## src/rtl/serial_byte_loader_pkg.sv

```systemverilog
// loader_pkg: shared state encoding, defaults and parity helper for the serial byte loader
package loader_pkg;

    typedef enum logic [1:0] {IDLE, SHIFT, PARITY, LOAD} loader_state_t;

    localparam int DEFAULT_WIDTH = 8;

    // A set result means the received parity bit does not match the word.
    function automatic logic parity_fail(input logic word_xor, input logic par, input logic odd);
        return word_xor ^ par ^ odd;
    endfunction

endpackage

```

## src/rtl/serial_byte_loader_if.sv

```systemverilog
// serial_byte_loader_if: serial input stream plus parallel load/status outputs of the loader
interface serial_byte_loader_if
    import loader_pkg::*;
#(
    parameter int WIDTH = DEFAULT_WIDTH
);
    logic             start;
    logic             sin_valid;
    logic             sin_bit;
    logic [WIDTH-1:0] data;
    logic             enable;
    logic             parity_err;
    logic             frame_abort;
    logic             busy;

    modport master (
        output start, sin_valid, sin_bit,
        input  data, enable, parity_err, frame_abort, busy
    );

    modport slave (
        input  start, sin_valid, sin_bit,
        output data, enable, parity_err, frame_abort, busy
    );
endinterface

```

## src/rtl/serial_byte_loader.sv

```systemverilog
// serial_byte_loader: shifts a MSB-first bit stream into a word, optionally checks parity, pulses enable to load it
module serial_byte_loader
    import loader_pkg::*;
#(
    parameter int WIDTH      = DEFAULT_WIDTH,
    parameter bit PARITY_EN  = 1'b1,
    parameter bit ODD_PARITY = 1'b0
) (
    input  logic                clk,
    input  logic                rst,
    serial_byte_loader_if.slave bus
);
    localparam int CW = $clog2(WIDTH + 1);

    loader_state_t    state, state_n;
    logic [WIDTH-1:0] shift_reg, shift_n, data_q, data_n;
    logic [CW-1:0]    count, count_n;
    logic             abort_q, abort_n, perr_q, perr_n;
    logic             bad_parity;

    assign bad_parity = parity_fail(^shift_reg, bus.sin_bit, ODD_PARITY);

    // Next-state decode; start while a frame is in flight restarts it, start during LOAD chains the next frame.
    always_comb begin
        state_n = state;
        shift_n = shift_reg;
        count_n = count;
        abort_n = 1'b0;
        perr_n  = 1'b0;
        case (state)
            IDLE: begin
                if (bus.start) begin
                    state_n = SHIFT;
                    count_n = '0;
                end
            end
            SHIFT, PARITY: begin
                if (bus.start) begin
                    abort_n = 1'b1;
                    count_n = '0;
                    state_n = SHIFT;
                end else if (bus.sin_valid && state == SHIFT) begin
                    shift_n = {shift_reg[WIDTH-2:0], bus.sin_bit};
                    count_n = count + 1'b1;
                    if (count_n == CW'(WIDTH))
                        state_n = PARITY_EN ? PARITY : LOAD;
                end else if (bus.sin_valid) begin
                    perr_n  = bad_parity;
                    state_n = bad_parity ? IDLE : LOAD;
                end
            end
            LOAD: begin
                state_n = bus.start ? SHIFT : IDLE;
                count_n = bus.start ? '0 : count;
            end
            default: state_n = IDLE;
        endcase
        data_n = (state_n == LOAD) ? shift_n : data_q;
    end

    // State and datapath registers; data only changes on the edge that enters LOAD.
    always_ff @(posedge clk or posedge rst) begin
        if (rst) begin
            state     <= IDLE;
            shift_reg <= '0;
            count     <= '0;
            data_q    <= '0;
            abort_q   <= 1'b0;
            perr_q    <= 1'b0;
        end else begin
            state     <= state_n;
            shift_reg <= shift_n;
            count     <= count_n;
            data_q    <= data_n;
            abort_q   <= abort_n;
            perr_q    <= perr_n;
        end
    end

    assign bus.data        = data_q;
    assign bus.enable      = (state == LOAD);
    assign bus.parity_err  = perr_q;
    assign bus.frame_abort = abort_q;
    assign bus.busy        = (state != IDLE);

endmodule

```

## src/flat_wrapper.sv

```systemverilog
// flat-port wrapper written by rule: the top's interface ports become plain ports
module serial_byte_loader_flat import loader_pkg::*;
#(
    parameter int WIDTH      = DEFAULT_WIDTH,
    parameter bit PARITY_EN  = 1'b1,
    parameter bit ODD_PARITY = 1'b0
)
  (clk, rst, bus_start, bus_sin_valid, bus_sin_bit, bus_data, bus_enable, bus_parity_err, bus_frame_abort, bus_busy);
  serial_byte_loader_if #(.WIDTH(WIDTH)) bus_i ();
  input  logic clk;
  input  logic rst;
  input wire logic [$bits(bus_i.start)-1:0] bus_start;
  input wire logic [$bits(bus_i.sin_valid)-1:0] bus_sin_valid;
  input wire logic [$bits(bus_i.sin_bit)-1:0] bus_sin_bit;
  output wire logic [$bits(bus_i.data)-1:0] bus_data;
  output wire logic [$bits(bus_i.enable)-1:0] bus_enable;
  output wire logic [$bits(bus_i.parity_err)-1:0] bus_parity_err;
  output wire logic [$bits(bus_i.frame_abort)-1:0] bus_frame_abort;
  output wire logic [$bits(bus_i.busy)-1:0] bus_busy;
  assign bus_i.start = bus_start;
  assign bus_i.sin_valid = bus_sin_valid;
  assign bus_i.sin_bit = bus_sin_bit;
  assign bus_data = bus_i.data;
  assign bus_enable = bus_i.enable;
  assign bus_parity_err = bus_i.parity_err;
  assign bus_frame_abort = bus_i.frame_abort;
  assign bus_busy = bus_i.busy;
  serial_byte_loader #(.WIDTH(WIDTH), .PARITY_EN(PARITY_EN), .ODD_PARITY(ODD_PARITY)) u_core (.clk(clk), .rst(rst), .bus(bus_i));
endmodule
```

## config.mk

```make
export PLATFORM = sky130hd
export DESIGN_NAME = serial_byte_loader_flat
export DESIGN_NICKNAME = d
export VERILOG_FILES = /design/src/rtl/serial_byte_loader_pkg.sv /design/src/rtl/serial_byte_loader_if.sv /design/src/rtl/serial_byte_loader.sv /design/src/flat_wrapper.sv
export SDC_FILE = /design/constraint.sdc
export NUM_CORES = 1
export LEC_CHECK = 0
export CAP_MARGIN = 0
export CORE_ASPECT_RATIO = 0.7
export CORE_MARGIN = 2
export CORE_UTILIZATION = 52
export CTS_BUF_LIST = sky130_fd_sc_hd__clkbuf_8
export DETAILED_ROUTE_END_ITERATION = 10
export DONT_BUFFER_PORTS = 1
export PLACE_DENSITY_LB_ADDON = 0.1
export SLEW_MARGIN = 20
export SYNTH_ARGS = -nofsm -noshare
export SYNTH_HDL_FRONTEND = slang
export SYNTH_SLANG_ARGS = --single-unit
export TNS_END_PERCENT = 5
```

## constraint.sdc

```tcl
create_clock -name clk -period 2.7 [get_ports clk]
set_input_delay 0.54 -clock clk [delete_from_list [all_inputs] [get_ports clk]]
set_output_delay 0.54 -clock clk [all_outputs]
set_load 0.02 [all_outputs]
```

==> results by group, run 1 <==
Route
  • Via count: 749
  • First DRT Iteration DRCs: 31
  • Drt via density: 5.548
  • Drt wl/cell: 15.90 µm
  • DRC violations left: 0
  • WL final: 2.146 mm
  • TritonRoute pass-1 iters: 4
  • DRT antenna net count: 0

Clock network
  • CTS Hold Buffers Added: 0
  • Clock Latency Late Sink: 0.27 ns
  • TritonCTS buffer count: 3
  • Reg clk slew, reported paths: 0.08 ns
  • Clk buf depth: 2
  • Clk sinks: 24
  • Root Buffer: clkbuf_8
  • CTS tree: done
  • H-tree Lvls: 1

Synth
  • Yosys top cell area share: 47.48%
  • Post-synthesis net count: 111
  • Cell count after synthesis: 101
  • Yosys warns: 0
  • Primary FF master, synth: dfrtp_1
  • Seq/Total Area, Yosys: 47.48%
  • Synth area leaders: dfrtp_1, mux2_2, ha_1, mux2i_1, xnor2_1
  • Distinct cell type count after synthesis: 33
  • Fraction of registers with async set/reset: 100.0%
  • #FFs+latches synth: 24
  • Syn_area_per_cell: 12.52 µm²
  • Mapped Area: 0.001265 mm²
  • Leading area contributor after synthesis: dfrtp_1
  • Post-synth EDFFs: 0

Power
  • Power Total: 1.765 mW
  • Leakage Power: 0.6732 nW
  • Maximum VDD drop: 0.0004458 V
  • Pwr/cell area: 1284 mW/mm²

Cells and area
  • Number of diodes: 0
  • Post-route cell area: 0.001375 mm²
  • Core Util, Final: 61.81%
  • Area of the multi-input gates: 640.6 µm²
  • Layout cells sized above 1: 26.21%
  • Area growth syn-to-layout: 8.704%
  • Fill cells: 179
  • Final #Nets: 114
  • Final cell count without fillers: 135
  • Most common cell after layout, fill and taps aside: dfrtp_1
  • FF+latch area: 600.6 µm²
  • Leading cell types in the layout, fill and taps excluded: dfrtp_1, mux2_2, inv_1, nand3_1, ha_1

Global routing
  • Vias in the first global route: 742
  • GRT overflow: 0
  • First-pass GRT wire length: 3.691 mm
  • Initial antenna violation count: 0
  • Pin count of the biggest net entering global routing: 25
  • Global-route usage over all layers: 17.50%

Critical path
  • Worst Path Buf+Inv: 1
  • CP Launch Type: flop
  • CP max stage cell: or3_1
  • Worst Path Class, Setup: flop to flop
  • Worst Path Required: 2.86 ns
  • Crit path DAT: 2.69 ns
  • Delay-heaviest family, CP: multiplexers
  • Endpoint class of the critical path: flop
  • Slowest stage delay, CP: 0.46 ns
  • Peak fanout along the critical path: 8
  • Critical path, cell by cell: inv_1, ha_1, or3_1, o2111ai_1, mux2i_1, o22ai_4, mux2_2

Floorplanning
  • Die Area: 0.002849 mm²
  • Number of top-level pins: 17
  • Row count: 14
  • DIE WIDTH: 62.95 µm
  • Die Y: 45.27 µm
  • Initial Util: 56.86%
  • Core area: 0.002225 mm²

Job
  • Maxcap violations: 0

Timing
  • Sum Neg Setup Slack: 0 ns
  • Slew @ Worst Pin: 0.8704 ns
  • Finish-stage setup viols: 0
  • Tcrit/Tclk final: 93.59%
  • Relative slew slack: 41.91%
  • Final min period: 2.527 ns
  • Peak Freq: 395.8 MHz
  • RSZ-0062 raised after global routing: no
  • Final Skew: 0.002981 ns
  • Final hold vios: 0
  • Fin. max-slew vios: 0

Place
  • DP Area: 0.001296 mm²
  • Final GP Congestion: 0.7974
  • Placed Cells: 131
  • Port Buffers: 0
  • Hpwl dp: 1.571 mm

Outcome
  • Outcome: completed

Min path
  • Worst hold path type: primary input to flop
layout make-up:
cell class	count	share of cell area [%]
flip-flops and latches	24	43.68
well taps	32	2.912
clock buffers	3	3.003
clock inverters	1	2.184
inverters	6	1.638
multi-input cells	69	46.59
cells in the mapped netlist (all sizes together) (2+ instances only):
cell type  count
or3            2
o21ai          2
nand4          2
inv            6
xor2           3
xnor3          2
nand3          5
ha             5
mux2i          3
o2111ai        2
xnor2          3
nor2           3
and2           2
mux2          17
dfrtp         24
clkbuf         2
or2            3
a21oi          2
stage by stage:
step           hold WS, ns  setup WS, ns
2_1_floorplan       0.5149        0.3703
3_3_place_gp        0.5260        0.2458
3_5_place_dp        0.5469       0.09583
4_1_cts             0.3173       0.09783
5_1_grt             0.3115       0.02739
6_report            0.3256        0.1732
cells by family (layout without fill, tap and decap cells):
family | after synthesis | after routing | synth area share (%)
xor+xnor | 9 | 9 | 9.694
mux | 20 | 20 | 17.51
compound gates | 13 | 13 | 7.914
buf+inv | 8 | 10 | 2.472
fa+ha+maj | 5 | 5 | 4.946
flops | 24 | 24 | 47.48
simple gates | 22 | 22 | 9.990
timing repair:
action	CTS	global route
endpoints found under the setup margin	0	8
gates resized for setup	0	1
buffers inserted	0	0
per-layer routing:
metal | GRT usage (%) | up-vias | wire, µm
met5 | 0 | - | 0
met4 | 4.000 | 0 | 10
met3 | 5.486 | 3 | 153
met2 | 29.15 | 26 | 976
met1 | 22.94 | 356 | 1005
li1 | - | 364 | -
worst paths after layout:
kind	from	to	slack [ns]	depth (start not counted)
worst max-delay path	u_core.state[0]	u_core.bus.data[0]	0.17	7
worst min-delay path	bus_start	u_core.count[3]	0.33	1
worst max register to register	u_core.state[0]	u_core.bus.data[0]	0.17	7
worst min register to register	u_core.count[3]	u_core.count[3]	0.56	2
max in group asynchronous	rst	u_core.bus.data[4]	1.83	1
min in group asynchronous	rst	u_core.count[3]	0.34	1
where the power goes:
group          switching (mW)  total, mW  leakage (nW)  internal [mW]
Clock                   0.117      0.315        0.0357          0.198
Combinational           0.381      0.799         0.319          0.417
Sequential              0.169      0.652         0.318          0.483
Total                   0.667       1.77         0.673           1.10
Note: power is estimated with default switching activity, not from simulation.
==> run 2, diff against run 1 <==
clock period = 3.07 ns   (was 2.7 ns; I/O delays follow)
==> run 2 against run 1 <==
Against the previous run: critical path depth did not move; sequential power fell by 12%; cell count did not move; maximum frequency fell by 3.3%; via count fell by 0.67%; hold slack improved by 0.077 ns; die area did not move; clock skew barely moved; register-to-register slack improved by 0.28 ns.
==> results by group, run 2 (same netlist as run 1, synthesis figures left out) <==
Route
  • Drt via density: 5.511 (-0.67%)
  • Drt wl/cell: 15.87 µm (-0.14%)
  • TritonRoute pass-1 iters: 4 (unchanged)
  • First DRT Iteration DRCs: 30 (-3.2%)
  • DRC violations left: 0 (unchanged)
  • WL final: 2.143 mm (-0.14%)
  • DRT antenna net count: 0 (unchanged)
  • Via count: 744 (-0.67%)

Outcome
  • Outcome: completed

Clock network
  • Clk buf depth: 2 (unchanged)
  • Clock Latency Late Sink: 0.27 ns (about the same)
  • CTS Hold Buffers Added: 0 (unchanged)
  • H-tree Lvls: 1 (unchanged)
  • CTS tree: done
  • Reg clk slew, reported paths: 0.08 ns (about the same)
  • Post-CTS setup buffers: 0 (unchanged)
  • Post_cts resized: 0 (unchanged)
  • TritonCTS buffer count: 3 (unchanged)
  • Root Buffer: clkbuf_8
  • Clk sinks: 24 (unchanged)

Floorplanning
  • DIE WIDTH: 62.95 µm (unchanged)
  • Number of top-level pins: 17 (unchanged)
  • Die Area: 0.002849 mm² (unchanged)
  • Die Y: 45.27 µm (unchanged)
  • Initial Util: 56.86% (unchanged)
  • Row count: 14 (unchanged)
  • Core area: 0.002225 mm² (unchanged)

Critical path
  • Reg2Reg Setup Slack: 0.46 ns (+0.28 ns)
  • Peak fanout along the critical path: 8 (unchanged)
  • Worst Path Required: 3.23 ns (+0.37 ns)
  • Critical Path Start: u_core.state[0]
  • Critical path, cell by cell: inv_1, ha_1, or3_1, o2111ai_1, mux2i_1, o22ai_2, mux2_2
  • Worst Path Buf+Inv: 1 (unchanged)
  • Endpoint class of the critical path: flop
  • Worst Path Class, Setup: flop to flop
  • CP Launch Type: flop
  • Delay-heaviest family, CP: compound AO/OA/AOI/OAI gates
  • Slowest stage delay, CP: 0.47 ns (about the same)
  • Crit path DAT: 2.77 ns (+0.08 ns)
  • CP max stage cell: or3_1
  • R2r startpoint: u_core.state[0]

Place
  • Port Buffers: 0 (unchanged)
  • Hpwl dp: 1.571 mm (unchanged)
  • Final GP Congestion: 0.7974 (unchanged)
  • Placed Cells: 131 (unchanged)
  • Pre-CTS setup slack: 0.4658 ns (+0.3700 ns)
  • DP Area: 0.001296 mm² (unchanged)

Global routing
  • Vias in the first global route: 742 (unchanged)
  • Pin count of the biggest net entering global routing: 25 (unchanged)
  • First-pass GRT wire length: 3.691 mm (unchanged)
  • Initial antenna violation count: 0 (unchanged)
  • Global-route usage over all layers: 17.50% (unchanged)
  • GRT overflow: 0 (unchanged)

Timing
  • Final Skew: 0.002919 ns (-0.00006261 ns)
  • Finish-stage setup viols: 0 (unchanged)
  • Tcrit/Tclk final: 85.14% (-8.5 points)
  • Setup WS post-layout: 0.4563 ns (+0.2832 ns)
  • RSZ-0062 raised after global routing: no
  • Relative slew slack: 41.80% (-0.11 points)
  • Final hold vios: 0 (unchanged)
  • Slew @ Worst Pin: 0.8720 ns (+0.001631 ns)
  • Final min period: 2.614 ns (+0.08685 ns)
  • Fin. max-slew vios: 0 (unchanged)
  • Sum Neg Setup Slack: 0 ns (unchanged)
  • Peak Freq: 382.6 MHz (-3.3%)
  • Final hold slack: 0.4024 ns (+0.07682 ns)

Cells and area
  • Fill cells: 182 (+1.7%)
  • Layout cells sized above 1: 26.21% (unchanged)
  • Area growth syn-to-layout: 8.111%
  • Post-route cell area: 0.001368 mm² (-0.55%)
  • Final cell count without fillers: 135 (unchanged)
  • Most common cell after layout, fill and taps aside: dfrtp_1
  • Area of the multi-input gates: 633.1 µm² (-1.2%)
  • FF+latch area: 600.6 µm² (unchanged)
  • Number of diodes: 0 (unchanged)
  • Leading cell types in the layout, fill and taps excluded: dfrtp_1, mux2_2, inv_1, nand3_1, ha_1
  • Final #Nets: 114 (unchanged)

Power
  • Leakage Power: 0.6778 nW (+0.68%)
  • Maximum VDD drop: 0.0003924 V (-12%)
  • Pwr/cell area: 1126 mW/mm² (-12%)

Min path
  • Worst hold path type: primary input to flop
  • Hold Crit Start: bus_start

Job
  • Maxcap violations: 0 (unchanged)
-- run 2: where the power goes --
group	leakage (nW)	internal, mW	switching, mW
Combinational	0.324	0.365	0.328
Clock	0.0357	0.174	0.101
Sequential	0.318	0.425	0.147
-- run 2: per-layer routing --
layer | track usage [%] | vias up | part of all wire [%]
met5 | 0 | - | 0
met4 | 4.000 | 0 | 0
met3 | 5.486 | 0 | 6.1
met2 | 29.15 | 32 | 45
met1 | 22.94 | 350 | 49
li1 | - | 362 | -
-- run 2: cell type report --
| class | count | share of cell area [%] |
|---|---|---|
| multi-input cells | 69 | 46.29 |
| flip-flops and latches | 24 | 43.92 |
| clock buffers | 3 | 3.019 |
| well taps | 32 | 2.928 |
| clock inverters | 1 | 2.196 |
| inverters | 6 | 1.647 |
-- run 2: through the flow --
stage	utilization [%]	total power [mW]
floorplan	-	1.145
global placement	58.27	1.240
detailed placement	58.27	1.261
CTS	61.47	1.548
global route	61.47	1.640
finish	61.47	1.540
-- run 2: worst reg2reg max path, stage by stage, from the launching register on --
cell	delay (ns)
dfrtp_1	0.43
inv_1	0.10
ha_1	0.40
or3_1	0.47
o2111ai_1	0.15
mux2i_1	0.13
o22ai_2	0.44
mux2_2	0.39
-- run 2: path summary, 6_finish.rpt --
kind                                      end  cells after the start
min in group asynchronous     u_core.count[3]                      1
max reg2reg                u_core.bus.data[0]                      7
max                        u_core.bus.data[0]                      7
max in group asynchronous     u_core.state[0]                      1
min reg2reg                   u_core.count[3]                      2
min                           u_core.count[3]                      1
==> run 3, diff against run 2 <==
CTS_CLUSTER_SIZE = 8   (was not set)
PLACE_DENSITY = 0.67   (was not set)
PLACE_DENSITY_LB_ADDON = not set   (was 0.1)
==> run 3 against run 2 <==
Against the previous run: design area unchanged; clock skew down 0.0011 ns; routed wire length up 1.9%; critical path depth unchanged; maximum frequency down 0.59%; sequential cell count unchanged; critical path type unchanged; largest cell class unchanged; highest routed layer unchanged.
==> results by group, run 3 (same netlist as run 1, synthesis figures left out) <==
Min path
  • Depth of the worst hold-timing path: 1 (unchanged)
  • Hold Crit Start: bus_start
  • Worst hold path type: primary input to flop
  • Hold Path End: u_core.count[2]

Cells and area
  • Number of diodes: 0 (unchanged)
  • Post-route cell area: 0.001368 mm² (unchanged)
  • Leading cell types in the layout, fill and taps excluded: dfrtp_1, mux2_2, inv_1, nand3_1, ha_1
  • Area of the multi-input gates: 633.1 µm² (unchanged)
  • Fill cells: 177 (-2.7%)
  • Layout cells sized above 1: 26.21% (unchanged)
  • Final #Nets: 114 (unchanged)
  • FF+latch area: 600.6 µm² (unchanged)
  • Area growth syn-to-layout: 8.111% (unchanged)
  • Most common cell after layout, fill and taps aside: dfrtp_1

Timing
  • Slew @ Worst Pin: 0.8684 ns (-0.003589 ns)
  • Final hold vios: 0 (unchanged)
  • Fin. max-slew vios: 0 (unchanged)
  • Peak Freq: 380.4 MHz (-0.59%)
  • Tcrit/Tclk final: 85.64% (+0.50 points)
  • RSZ-0062 raised after global routing: no
  • Finish-stage setup viols: 0 (unchanged)
  • Final Skew: 0.001799 ns (-0.001119 ns)
  • Setup WS post-layout: 0.4409 ns (-0.01544 ns)
  • Final min period: 2.629 ns (+0.01544 ns)
  • Sum Neg Setup Slack: 0 ns (unchanged)
  • Relative slew slack: 42.04% (+0.24 points)

Route
  • Drt via density: 5.467 (-0.81%)
  • Drt wl/cell: 16.18 µm (+1.9%)
  • First DRT Iteration DRCs: 29 (-3.3%)
  • WL final: 2.184 mm (+1.9%)
  • DRT antenna net count: 0 (unchanged)
  • TritonRoute pass-1 iters: 4 (unchanged)
  • DRC violations left: 0 (unchanged)
  • Via count: 738 (-0.81%)

Clock network
  • Clk buf depth: 2 (unchanged)
  • Post-CTS setup buffers: 0 (unchanged)
  • Post_cts resized: 0 (unchanged)
  • Root Buffer: clkbuf_8
  • Clock Latency Late Sink: 0.26 ns (about the same)
  • CTS tree: done
  • CTS Hold Buffers Added: 0 (unchanged)
  • Clk sinks: 24 (unchanged)
  • TritonCTS buffer count: 3 (unchanged)
  • Reg clk slew, reported paths: 0.08 ns (about the same)
  • H-tree Lvls: 1 (unchanged)

Global routing
  • Pin count of the biggest net entering global routing: 25 (unchanged)
  • First-pass GRT wire length: 3.829 mm (+3.7%)
  • Global-route usage over all layers: 17.84% (+0.34 points)
  • GRT overflow: 0 (unchanged)
  • Global routing's busiest layer: met2
  • Vias in the first global route: 756 (+1.9%)
  • Met3 Use GR: 5.486% (unchanged)
  • Initial antenna violation count: 0 (unchanged)
  • Met1 usage: 24.56% (+1.6 points)
  • Routing usage on met2: 28.94% (-0.21 points)

Floorplanning
  • Initial Util: 56.86% (unchanged)
  • Number of top-level pins: 17 (unchanged)
  • Die Area: 0.002849 mm² (unchanged)
  • Core area: 0.002225 mm² (unchanged)
  • Row count: 14 (unchanged)
  • Die Y: 45.27 µm (unchanged)
  • DIE WIDTH: 62.95 µm (unchanged)

Critical path
  • Worst Path Buf+Inv: 1 (unchanged)
  • Worst Path Class, Setup: flop to flop
  • Critical path, cell by cell: inv_1, ha_1, or3_1, o2111ai_1, mux2i_1, o22ai_2, mux2_2
  • Crit path DAT: 2.78 ns (about the same)
  • Endpoint class of the critical path: flop
  • CP Launch Type: flop
  • Slowest stage delay, CP: 0.46 ns (about the same)
  • Reg2Reg Setup Slack: 0.44 ns (-0.02 ns)
  • Delay-heaviest family, CP: compound AO/OA/AOI/OAI gates
  • R2r endpoint: u_core.bus.data[7]
  • Peak fanout along the critical path: 8 (unchanged)
  • R2r worst-path depth: 7 (unchanged)
  • CP max stage cell: or3_1
  • R2r startpoint: u_core.state[0]
  • Worst Path Required: 3.22 ns (about the same)

Place
  • DP Area: 0.001296 mm² (unchanged)
  • Port Buffers: 0 (unchanged)
  • Hpwl dp: 1.592 mm (+1.3%)
  • Pre-CTS setup slack: 0.4725 ns (+0.006643 ns)
  • Final GP Congestion: 0.7967 (about the same)

Power
  • Maximum VDD drop: 0.0005060 V (+29%)
  • Pwr/cell area: 1133 mW/mm² (+0.60%)
  • Leakage Power: 0.6778 nW (unchanged)

Job
  • Maxcap violations: 0 (unchanged)

Outcome
  • Outcome: completed
run 3: report_power, final:
group          leakage (nW)  switching (mW)  internal [mW]
Clock                0.0357          0.0992          0.174
Sequential            0.318           0.148          0.425
Combinational         0.324           0.338          0.365
run 3: stage by stage:
stage	cells	power, mW	util (%)	hold WS [ns]
floorplan	101	1.145	-	0.5149
global placement	131	1.240	58.27	0.5257
detailed placement	131	1.265	58.27	0.5411
CTS	135	1.557	61.47	0.3947
global route	135	1.653	61.47	0.3834
finish	135	1.550	61.47	0.4042
run 3: worst max-delay path by stage:
stage	end	slack (ns)	startpoint	cells after the start
floorplan	u_core.bus.data[0]	0.74	u_core.state[0]	8
global placement	u_core.bus.data[3]	0.62	u_core.state[0]	7
detailed placement	u_core.bus.data[4]	0.47	u_core.state[0]	7
CTS	u_core.bus.data[7]	0.43	u_core.state[0]	7
global route	u_core.bus.data[7]	0.27	u_core.state[0]	7
finish	u_core.bus.data[7]	0.44	u_core.state[0]	7
run 3: routing by layer:
metal / wire [µm] / up-vias
li1: - / 365
met1: 1078 / 358
met2: 992 / 15
met3: 113 / 0
met4: 0 / 0
met5: 0 / -
run 3: layout make-up:
class	instances	area share, %
multi-input cells	69	46.29
well taps	32	2.928
flip-flops and latches	24	43.92
clock buffers	3	3.019
inverters	6	1.647
clock inverters	1	2.196
run 3: worst register-to-register path: stages, from the launching register on:
cell and delay, ns:
dfrtp_1 0.42, inv_1 0.09, ha_1 0.40, or3_1 0.47
o2111ai_1 0.14, mux2i_1 0.14, o22ai_2 0.46, mux2_2 0.40
